**src/rtl/button_conditioner.sv**
```systemverilog
// ---------------------------------------------------------------------------
// button_conditioner
//   Conditions the eight raw active-low mole buttons before the scoring stage.
//   Each button is synchronised (2 flops) and debounced with its own counter.
//   A small FSM then qualifies single-button presses and rejects mashing.
//   The result is a clean active-low vector with at most one bit low.
//   The downstream scorer treats any non-FF value as a hit attempt.
//
// Parameters
//   DEBOUNCE_CYCLES  consecutive stable cycles needed to accept a change
//   CNT_W            per-button counter width, 2**CNT_W > DEBOUNCE_CYCLES
//
// Ports
//   clk          in   1  system clock
//   reset        in   1  asynchronous assert, active-low, synchronous release
//   btn_raw_n    in   8  raw buttons, asynchronous to clk, 0 = pressed
//   btn_n        out  8  qualified buttons, 0 = pressed, at most one bit low
//   multi_press  out  1  high while the FSM is in LOCKOUT
//   press_count  out  8  qualified presses since reset, saturating at 255
//
// Build option
//   ONE_SHOT_EN  when defined, btn_n pulses low for exactly one cycle per
//                counted press instead of holding for the whole press.
// ---------------------------------------------------------------------------
`timescale 1ns/1ps

module button_conditioner #(
  parameter int unsigned DEBOUNCE_CYCLES = 32'd1_000_000,
  parameter int unsigned CNT_W           = 20
) (
  input  logic       clk,
  input  logic       reset,
  input  logic [7:0] btn_raw_n,
  output logic [7:0] btn_n,
  output logic       multi_press,
  output logic [7:0] press_count
);

  typedef enum logic [1:0] {
    IDLE    = 2'd0,
    PRESSED = 2'd1,
    LOCKOUT = 2'd2
  } state_e;

  localparam logic [CNT_W-1:0] CNT_LAST = CNT_W'(DEBOUNCE_CYCLES - 1);
  localparam logic [CNT_W-1:0] CNT_ONE  = CNT_W'(1);

  // Synchroniser
  logic [7:0] sync1_q, sync2_q;

  // Debounce
  logic [7:0]       deb_q, deb_d;
  logic [CNT_W-1:0] cnt_q [8];
  logic [CNT_W-1:0] cnt_d [8];

  // Qualification FSM and registered outputs
  state_e     state_q, state_d;
  logic [7:0] pressed_q, pressed_d;    // deb vector that was last counted
  logic [7:0] btn_n_q, btn_n_d;
  logic       multi_q, multi_d;
  logic [7:0] count_q, count_d;
  logic [3:0] npress;
  logic       count_inc;

  // NOTE: every signal written in an always_comb gets a default value first;
  // a path that leaves one unassigned would infer a latch.
  always_comb begin
    deb_d = deb_q;
    for (int i = 0; i < 8; i++) begin
      cnt_d[i] = cnt_q[i];
      if (sync2_q[i] == deb_q[i]) begin
        // Input agrees with the accepted level (or bounced back): restart.
        cnt_d[i] = '0;
      end else if (cnt_q[i] == CNT_LAST) begin
        deb_d[i] = ~deb_q[i];
        cnt_d[i] = '0;
      end else begin
        cnt_d[i] = cnt_q[i] + CNT_ONE;
      end
    end
  end

  always_comb begin
    npress = 4'd0;
    for (int i = 0; i < 8; i++) begin
      if (!deb_q[i]) npress = npress + 4'd1;
    end
  end

  // All deb bits that flipped this cycle are judged together through npress.
  always_comb begin
    state_d   = state_q;
    pressed_d = pressed_q;
    count_inc = 1'b0;
    unique case (state_q)
      IDLE: begin
        if (npress == 4'd1) begin
          state_d   = PRESSED;
          pressed_d = deb_q;
          count_inc = 1'b1;
        end else if (npress > 4'd1) begin
          state_d = LOCKOUT;
        end
      end
      PRESSED: begin
        if (deb_q == 8'hFF) begin
          state_d = IDLE;
        end else if (npress > 4'd1) begin
          state_d = LOCKOUT;
        end else if (deb_q != pressed_q) begin
          // Old button released and a new one accepted on the same cycle.
          pressed_d = deb_q;
          count_inc = 1'b1;
        end
      end
      LOCKOUT: begin
        // Only a full release re-arms; partial release keeps us locked out.
        if (deb_q == 8'hFF) state_d = IDLE;
      end
      default: state_d = IDLE;
    endcase

    count_d = count_q;
    if (count_inc && (count_q != 8'hFF)) count_d = count_q + 8'd1;

    multi_d = (state_d == LOCKOUT);

`ifdef ONE_SHOT_EN
    btn_n_d = count_inc ? deb_q : 8'hFF;
`else
    btn_n_d = (state_d == PRESSED) ? deb_q : 8'hFF;
`endif
  end

  // NOTE: sequential state uses non-blocking assignments only, so every flop
  // samples the pre-edge value of its inputs regardless of statement order.
  always_ff @(posedge clk or negedge reset) begin
    if (!reset) begin
      sync1_q   <= 8'hFF;
      sync2_q   <= 8'hFF;
      deb_q     <= 8'hFF;
      // NOTE: the counter array is reset like any other flop; it is a bank of
      // registers, not a RAM, and a stale count would shorten the first debounce.
      for (int i = 0; i < 8; i++) cnt_q[i] <= '0;
      state_q   <= IDLE;
      pressed_q <= 8'hFF;
      btn_n_q   <= 8'hFF;
      multi_q   <= 1'b0;
      count_q   <= 8'd0;
    end else begin
      sync1_q   <= btn_raw_n;
      sync2_q   <= sync1_q;
      deb_q     <= deb_d;
      for (int i = 0; i < 8; i++) cnt_q[i] <= cnt_d[i];
      state_q   <= state_d;
      pressed_q <= pressed_d;
      btn_n_q   <= btn_n_d;
      multi_q   <= multi_d;
      count_q   <= count_d;
    end
  end

  assign btn_n       = btn_n_q;
  assign multi_press = multi_q;
  assign press_count = count_q;

endmodule
```
**config.mk**
```make
export PLATFORM = sky130hd
export DESIGN_NAME = button_conditioner
export DESIGN_NICKNAME = d
export VERILOG_FILES = /design/src/rtl/button_conditioner.sv
export SDC_FILE = /design/constraint.sdc
export NUM_CORES = 1
export LEC_CHECK = 0
export ABC_AREA = 0
export BUFFER_PORTS_ARGS = -buffer_cell sky130_fd_sc_hd__buf_2
export CELL_PAD_IN_SITES_DETAIL_PLACEMENT = 2
export CELL_PAD_IN_SITES_GLOBAL_PLACEMENT = 2
export CORE_MARGIN = 1
export CORE_UTILIZATION = 25
export DETAILED_ROUTE_END_ITERATION = 16
export GPL_ROUTABILITY_DRIVEN = 0
export PLACE_DENSITY = 0.63
export SETUP_SLACK_MARGIN = 0.4
export SLEW_MARGIN = 40
export SYNTH_ARGS = -nofsm -noshare
export SYNTH_HDL_FRONTEND = slang
export SYNTH_SLANG_ARGS = --single-unit
```
**constraint.sdc**
```tcl
create_clock -name clk -period 11.3 [get_ports clk]
set_input_delay 1.695 -clock clk [delete_from_list [all_inputs] [get_ports clk]]
set_output_delay 1.695 -clock clk [all_outputs]
set_load 0.01 [all_outputs]
```
## Word-level counts from Yosys, hierarchy flattened

Cells that the tools add are included.

- Register bits after elaboration: 211
- Latch bits: 0
- Bits in writable memories: 0
- ROM bits: 0
- Bits of input ports: 10
- Output and inout bits: 17
- Logic and storage cells: 136
- Memories kept: 0

- Add/subtract/negate cells: 16
- Multipliers: 0
- Div/mod/pow operators: 0
- Magnitude comparators: 1
- Equality and inequality tests: 28
- Shift-type cells: 0
- Muxes and demuxes: 40
- Bitwise logic cells: 16
- Reduce and logical (&&, ||, !) cells: 12

Operators by type and width:

| kind | number |
|---|---|
| 2-to-1 mux 20 bit | 16 |
| adder 20 x 1 -> 20 bit, second input constant | 8 |
| equality test 20 bit, second input constant | 8 |
| 2-to-1 mux 8 bit | 5 |
| adder 4 x 1 -> 4 bit, second input constant | 7 |
| 2-to-1 mux 4 bit | 7 |
| inverter 1 bit | 16 |
| case mux 8 bit (2 select lines) | 1 |
| AND reduction 2 bit | 8 |
| adder 8 x 1 -> 8 bit, second input constant | 1 |
| equality test 1 bit | 8 |
| equality test 8 bit, second input constant | 1 |
| 2-to-1 mux 2 bit | 4 |
| inequality test 2 bit, second input constant | 4 |
| inequality test 8 bit | 1 |
| inequality test 8 bit, second input constant | 1 |
| case mux 2 bit (3 select lines) | 1 |
| 2-to-1 mux 1 bit | 5 |
| AND reduction 5 bit | 1 |
| equality test 2 x 1 -> 1 bit, second input constant | 2 |
| equality test 2 bit, second input constant | 2 |
| equality test 4 x 1 -> 1 bit, second input constant | 1 |
| greater-than comparator 4 x 1 -> 1 bit, second input constant | 1 |
| logical NOT 2 bit | 1 |
| other kinds (3) | 3 |

## Logic depth before layout (Yosys ltp)

- Depth in word-level cells: 21
- Gate-level depth with buffers: 23
- Mapped depth without buffers: 21

## Worst setup path before layout

OpenSTA, ideal clock, no wires.

- Path kind: register to register
- Start: register deb_q[0]
- End: register count_q[6] (netlist: press_count[6])
- Library setup time: 0.128 ns
- Arrival: 4.529 ns
- Path slack: 6.644 ns
- Cell stages (with the launch flop): 23
- Path buffers: 2
- Path through: dfstp_2 > inv_1 > ha_1 > buf_6 > xnor2_4 > or3_1 > a21oi_1 > a21oi_1 > inv_1 > ha_1 > xor2_1 > nor2_1 > a211oi_1 > nor2_1 > ha_1 > o22ai_1 > inv_1 > ha_1 > o41ai_4 > and2_1 > buf_2 > nand4_1 > mux2_1

- Cells in the longest elaborated chain, start to end: 20

Ends and longest elaborated chain:

| element | RTL line | text |
|---|---|---|
| start: declaration | 52 | `logic [7:0] deb_q, deb_d;` |
| start signal: assignment | 141 | `deb_q <= 8'hFF;` |
| start signal: assignment | 153 | `deb_q <= deb_d;` |
| 2-to-1 mux 1 bit | 86 | `if (!deb_q[i]) npress = npress + 4'd1;` |
| adder 4 x 1 -> 4 bit | 86 |  |
| 2-to-1 mux 4 bit | 86 |  |
| adder 4 x 1 -> 4 bit | 86 |  |
| 2-to-1 mux 4 bit | 86 |  |
| adder 4 x 1 -> 4 bit | 86 |  |
| 2-to-1 mux 4 bit | 86 |  |
| adder 4 x 1 -> 4 bit | 86 |  |
| [4 not listed] | n/a |  |
| 2-to-1 mux 4 bit | 86 |  |
| adder 4 x 1 -> 4 bit | 86 |  |
| 2-to-1 mux 4 bit | 86 |  |
| greater-than comparator 4 x 1 -> 1 bit | 108 | `end else if (npress > 4'd1) begin` |
| 2-to-1 mux 1 bit | 108 |  |
| 2-to-1 mux 1 bit | 106 | `if (deb_q == 8'hFF) begin` |
| case mux 1 bit (2 select lines) * | 95 | `unique case (state_q)` |
| logical AND 1 bit * | 124 | `if (count_inc && (count_q != 8'hFF)) count_d = count_q + 8'd1;` |
| end signal: assignment | 159 | `count_q <= count_d;` |
| end: declaration | 61 | `logic [7:0] count_q, count_d;` |

Mark *: on every way between the ends. The rest lies on a longest branch, timed or not.
A chain may end at the register's enable or synchronous reset.

## Worst setup path after layout

Ends and elaborated chain as after synthesis.

==> reports/summary.log <==
INFO  global_route   grt_first_pass_wirelength=41200um
INFO  synthesis      synth_top_cells_by_area=sky130_fd_sc_hd__dfrtp_1, sky130_fd_sc_hd__dfstp_2, sky130_fd_sc_hd__xor2_1
INFO  clock_network  cts_repair_resize_count=0
INFO  route          detail_route.first_pass.iterations=4
INFO  sta            maxClockFrequency=0.183GHz
INFO  critical_path  arrival=5.86ns
INFO  layout         number_of_antenna_repair_diodes=0
INFO  critical_path  worst_setup_path_end_kind=flip-flop
INFO  route          totalWireLength=23900um
INFO  layout         layout.cells.most_common_list=sky130_fd_sc_hd__nor2_1, sky130_fd_sc_hd__dfrtp_1, sky130_fd_sc_hd__xor2_1, sky130_fd_sc_hd__nand2_1, sky130_fd_sc_hd__nand3_1
INFO  critical_path  cp_common_cell=sky130_fd_sc_hd__ha_1
INFO  run            maxCapViolCount=0
INFO  clock_network  worstSkewPairLatency=0.54ns
INFO  place          number_of_port_buffers=26
INFO  route          number_of_vias_per_cell_after_detailed_routing=4.58
INFO  synthesis      ys.warnings.count=0
INFO  critical_path  critical-path-top-delay-family=adder cells
INFO  synthesis      synth_fp_nets=1031
INFO  synthesis      synth.ff_latch_count=211
INFO  layout         stdcell_area=0.0118sqmm
INFO  route          dr_total_vias=7207
INFO  layout         n_fill_cell=4389
INFO  clock_network  cts.htree.levels=1
INFO  synthesis      synth_enable_flop_cells=0
INFO  floorplan      fp.dieArea=0.0418sqmm
INFO  synthesis      synth.yosys.seq_area_share=0.520
INFO  global_route   grt_pass1_vias=8080
INFO  floorplan      die_h=204um
INFO  sta            timing_max_transition_violations_final=0
INFO  clock_network  cts_sinks=211
INFO  worst_hold_path worstHoldPathType=reg2reg
INFO  floorplan      num_io_pins=27
INFO  global_route   overall_track_demand_over_capacity_in_global_routing=0.119
INFO  route          route.detailed.drc=0
INFO  synthesis      synth_cell_type_count=53
INFO  global_route   grt_antenna_before_repair=0
INFO  floorplan      fp.coreArea=0.0401sqmm
INFO  clock_network  cts_hold_bufs=0
INFO  critical_path  critPathMaxFanout=10
INFO  synthesis      synth.avg_cell_area=10.2squm
INFO  sta            fin_crit_sh=0.482
INFO  sta            setup_viol=0
INFO  critical_path  ordered_list_of_cells_on_the_worst_path=inv_1 -> ha_1 -> xnor2_4 -> or3_1 -> a21oi_1 -> a21oi_1 -> inv_1 -> ha_1 -> xor2_1 -> nor2_1 -> a211oi_1 -> nor2_1 -> ha_1 -> o22ai_1 -> inv_1 -> ha_1 -> o41ai_4 -> and2_1 -> nand4_1 -> mux2_1
INFO  sta            setup_tns=0ns
INFO  layout         area_delta_synth_final=15.2%
INFO  critical_path  timing.critical_path.slowest_stage_cell=sky130_fd_sc_hd__dfstp_2
INFO  global_route   largest_net_degree_at_the_start_of_global_routing=90
INFO  sta            worst_pin_slew=0.774ns
INFO  critical_path  critical_path.n_buffers_inverters=3
INFO  synthesis      netlist.top_cell.by_area=sky130_fd_sc_hd__dfrtp_1
INFO  layout         nets=1058
INFO  place          detailedPlacementHpwl=15900um
INFO  sta            hold_viol=0
INFO  clock_network  tritoncts=built
INFO  global_route   grt_overflow_total=0
INFO  clock_network  deepest_clock_path_buffer_count=3
INFO  critical_path  slowest_delay=0.59ns
INFO  route          detail_route.iter0.violations=213
INFO  sta            timing.final.crit_period=5.45ns
INFO  critical_path  worstSetupStartpointType=flip-flop
INFO  floorplan      die_width=204um
INFO  synthesis      synth.top_cell.area_share=0.418
INFO  power_and_ir_drop power_per_cell_area=140mW/mm^2
INFO  synthesis      postSynthCellCount=1003
INFO  power_and_ir_drop p_leak=4.99nW
INFO  synthesis      yosys_most_used_dff=sky130_fd_sc_hd__dfrtp_1
INFO  critical_path  worst-setup-path-type=reg2reg
INFO  floorplan      row_count=73
INFO  floorplan      initial_core_util=0.255
INFO  clock_network  postCtsSetupRepairBufs=0
INFO  sta            rsz0062_at_grt=no
INFO  critical_path  worstPathRequired=11.71ns
INFO  clock_network  numCtsBuffers=26
INFO  clock_network  clockRootBuffer=sky130_fd_sc_hd__clkbuf_16
INFO  power_and_ir_drop vdd.ir_drop.worst=0.0893mV
INFO  sta            clock_tree_skew_after_final_layout=0.0176ns
INFO  synthesis      postSynth.asyncResetShare=1.00
INFO  layout         fraction_of_layout_instances_using_a_drive_strength_above_1=0.140
INFO  clock_network  clkTransAtPathRegs=0.06ns
INFO  synthesis      post_synth_instance_area=0.0102sqmm
INFO  sta            worst_slew_margin_rel=0.484
INFO  route          wl_per_cell=15.2um
INFO  place          place_area=0.0109sqmm
INFO  outcome        status=complete, no violations
INFO  route          detail-route-antenna-nets=0
## report_power, final
part,internal (mW),switching (mW)
registers,0.768,0.00894
logic,0.0106,0.0316
clock network,0.503,0.333
## per-layer routing
metal	up-vias	global-route usage	share of wire
li1	3444	-	-
met1	3687	0.152	0.47
met2	47	0.209	0.49
met3	29	0.0183	0.021
met4	0	0.0328	0.021
met5	-	0	0
## layout make-up
| type | count | area [sq um] | area share |
|---|---|---|---|
| Clock buffer | 35 | 736 | 0.0623 |
| Clock inverter | 13 | 131 | 0.0111 |
| Inverter | 18 | 67.6 | 0.00573 |
| Multi-Input combinational cell | 745 | 4720 | 0.400 |
| Sequential cell | 211 | 5330 | 0.452 |
| Tap cell | 525 | 657 | 0.0557 |
| Timing Repair Buffer | 28 | 163 | 0.0138 |
## stage by stage
step | power (mW) | utilization | hold WS, ns | instances | setup slack [ns]
after floorplan | 0.808 | - | 0.345 | 1003 | 6.64
after global placement | 0.834 | 0.272 | 0.346 | 1527 | 6.01
after detailed placement | 0.835 | 0.273 | 0.349 | 1527 | 5.81
final | 1.66 | 0.294 | 0.356 | 1575 | 5.85
after global routing | 1.73 | 0.294 | 0.361 | 1575 | 5.42
after CTS | 1.69 | 0.294 | 0.357 | 1575 | 5.76
## Yosys cell counts (4+ instances only)
library cell / n
sky130_fd_sc_hd__a21oi_1: 25
sky130_fd_sc_hd__and2_1: 6
sky130_fd_sc_hd__and3_1: 38
sky130_fd_sc_hd__and4_1: 11
sky130_fd_sc_hd__buf_1: 4
sky130_fd_sc_hd__clkbuf_1: 19
sky130_fd_sc_hd__dfrtp_1: 171
sky130_fd_sc_hd__dfstp_2: 40
sky130_fd_sc_hd__ha_1: 18
sky130_fd_sc_hd__inv_1: 18
sky130_fd_sc_hd__mux2_2: 17
sky130_fd_sc_hd__nand2_1: 75
sky130_fd_sc_hd__nand2b_1: 7
sky130_fd_sc_hd__nand3_1: 70
sky130_fd_sc_hd__nand4_1: 23
sky130_fd_sc_hd__nor2_1: 171
sky130_fd_sc_hd__nor2b_1: 8
sky130_fd_sc_hd__nor3_1: 7
sky130_fd_sc_hd__nor4_1: 11
sky130_fd_sc_hd__nor4b_1: 8
sky130_fd_sc_hd__nor4bb_1: 7
sky130_fd_sc_hd__o21ai_0: 24
sky130_fd_sc_hd__or2_2: 10
sky130_fd_sc_hd__or3_1: 22
sky130_fd_sc_hd__xnor2_1: 60
sky130_fd_sc_hd__xor2_1: 95
## flip-flops by register name (all words and copies together) (netlist names), 2 cells and up
signal,count
pressed_q,8
deb_q,8
sync1_q,8
state_q,2
cnt_q,160
press_count,8
btn_n,8
sync2_q,8
## kinds of logic (layout without fill, tap and decap cells)
kind of cell,count (synthesis),count (layout),synth area share
mux,21,21,0.0230
fa+ha+maj,19,19,0.0230
xor+xnor,160,160,0.144
buf+inv,47,94,0.0194
compound gates,60,60,0.0343
flops,211,211,0.520
simple gates,485,485,0.236
## final timing paths
check	cells past startpoint	slack, ns	to	startpoint
setup / recovery	20	5.85	press_count[6]$_DFFE_PN0P_	deb_q[0]$_DFFE_PN1P_
hold / removal	0	0.36	sync2_q[0]$_DFF_PN1_	sync1_q[0]$_DFF_PN1_
setup reg to reg	20	5.85	press_count[6]$_DFFE_PN0P_	deb_q[0]$_DFFE_PN1P_
hold reg to reg	0	0.36	sync2_q[0]$_DFF_PN1_	sync1_q[0]$_DFF_PN1_
max in group asynchronous	2	8.99	cnt_q[80]$_DFF_PN0_	reset
min in group asynchronous	1	1.15	cnt_q[115]$_DFF_PN0_	reset
Power figures use the tool's default switching activity.
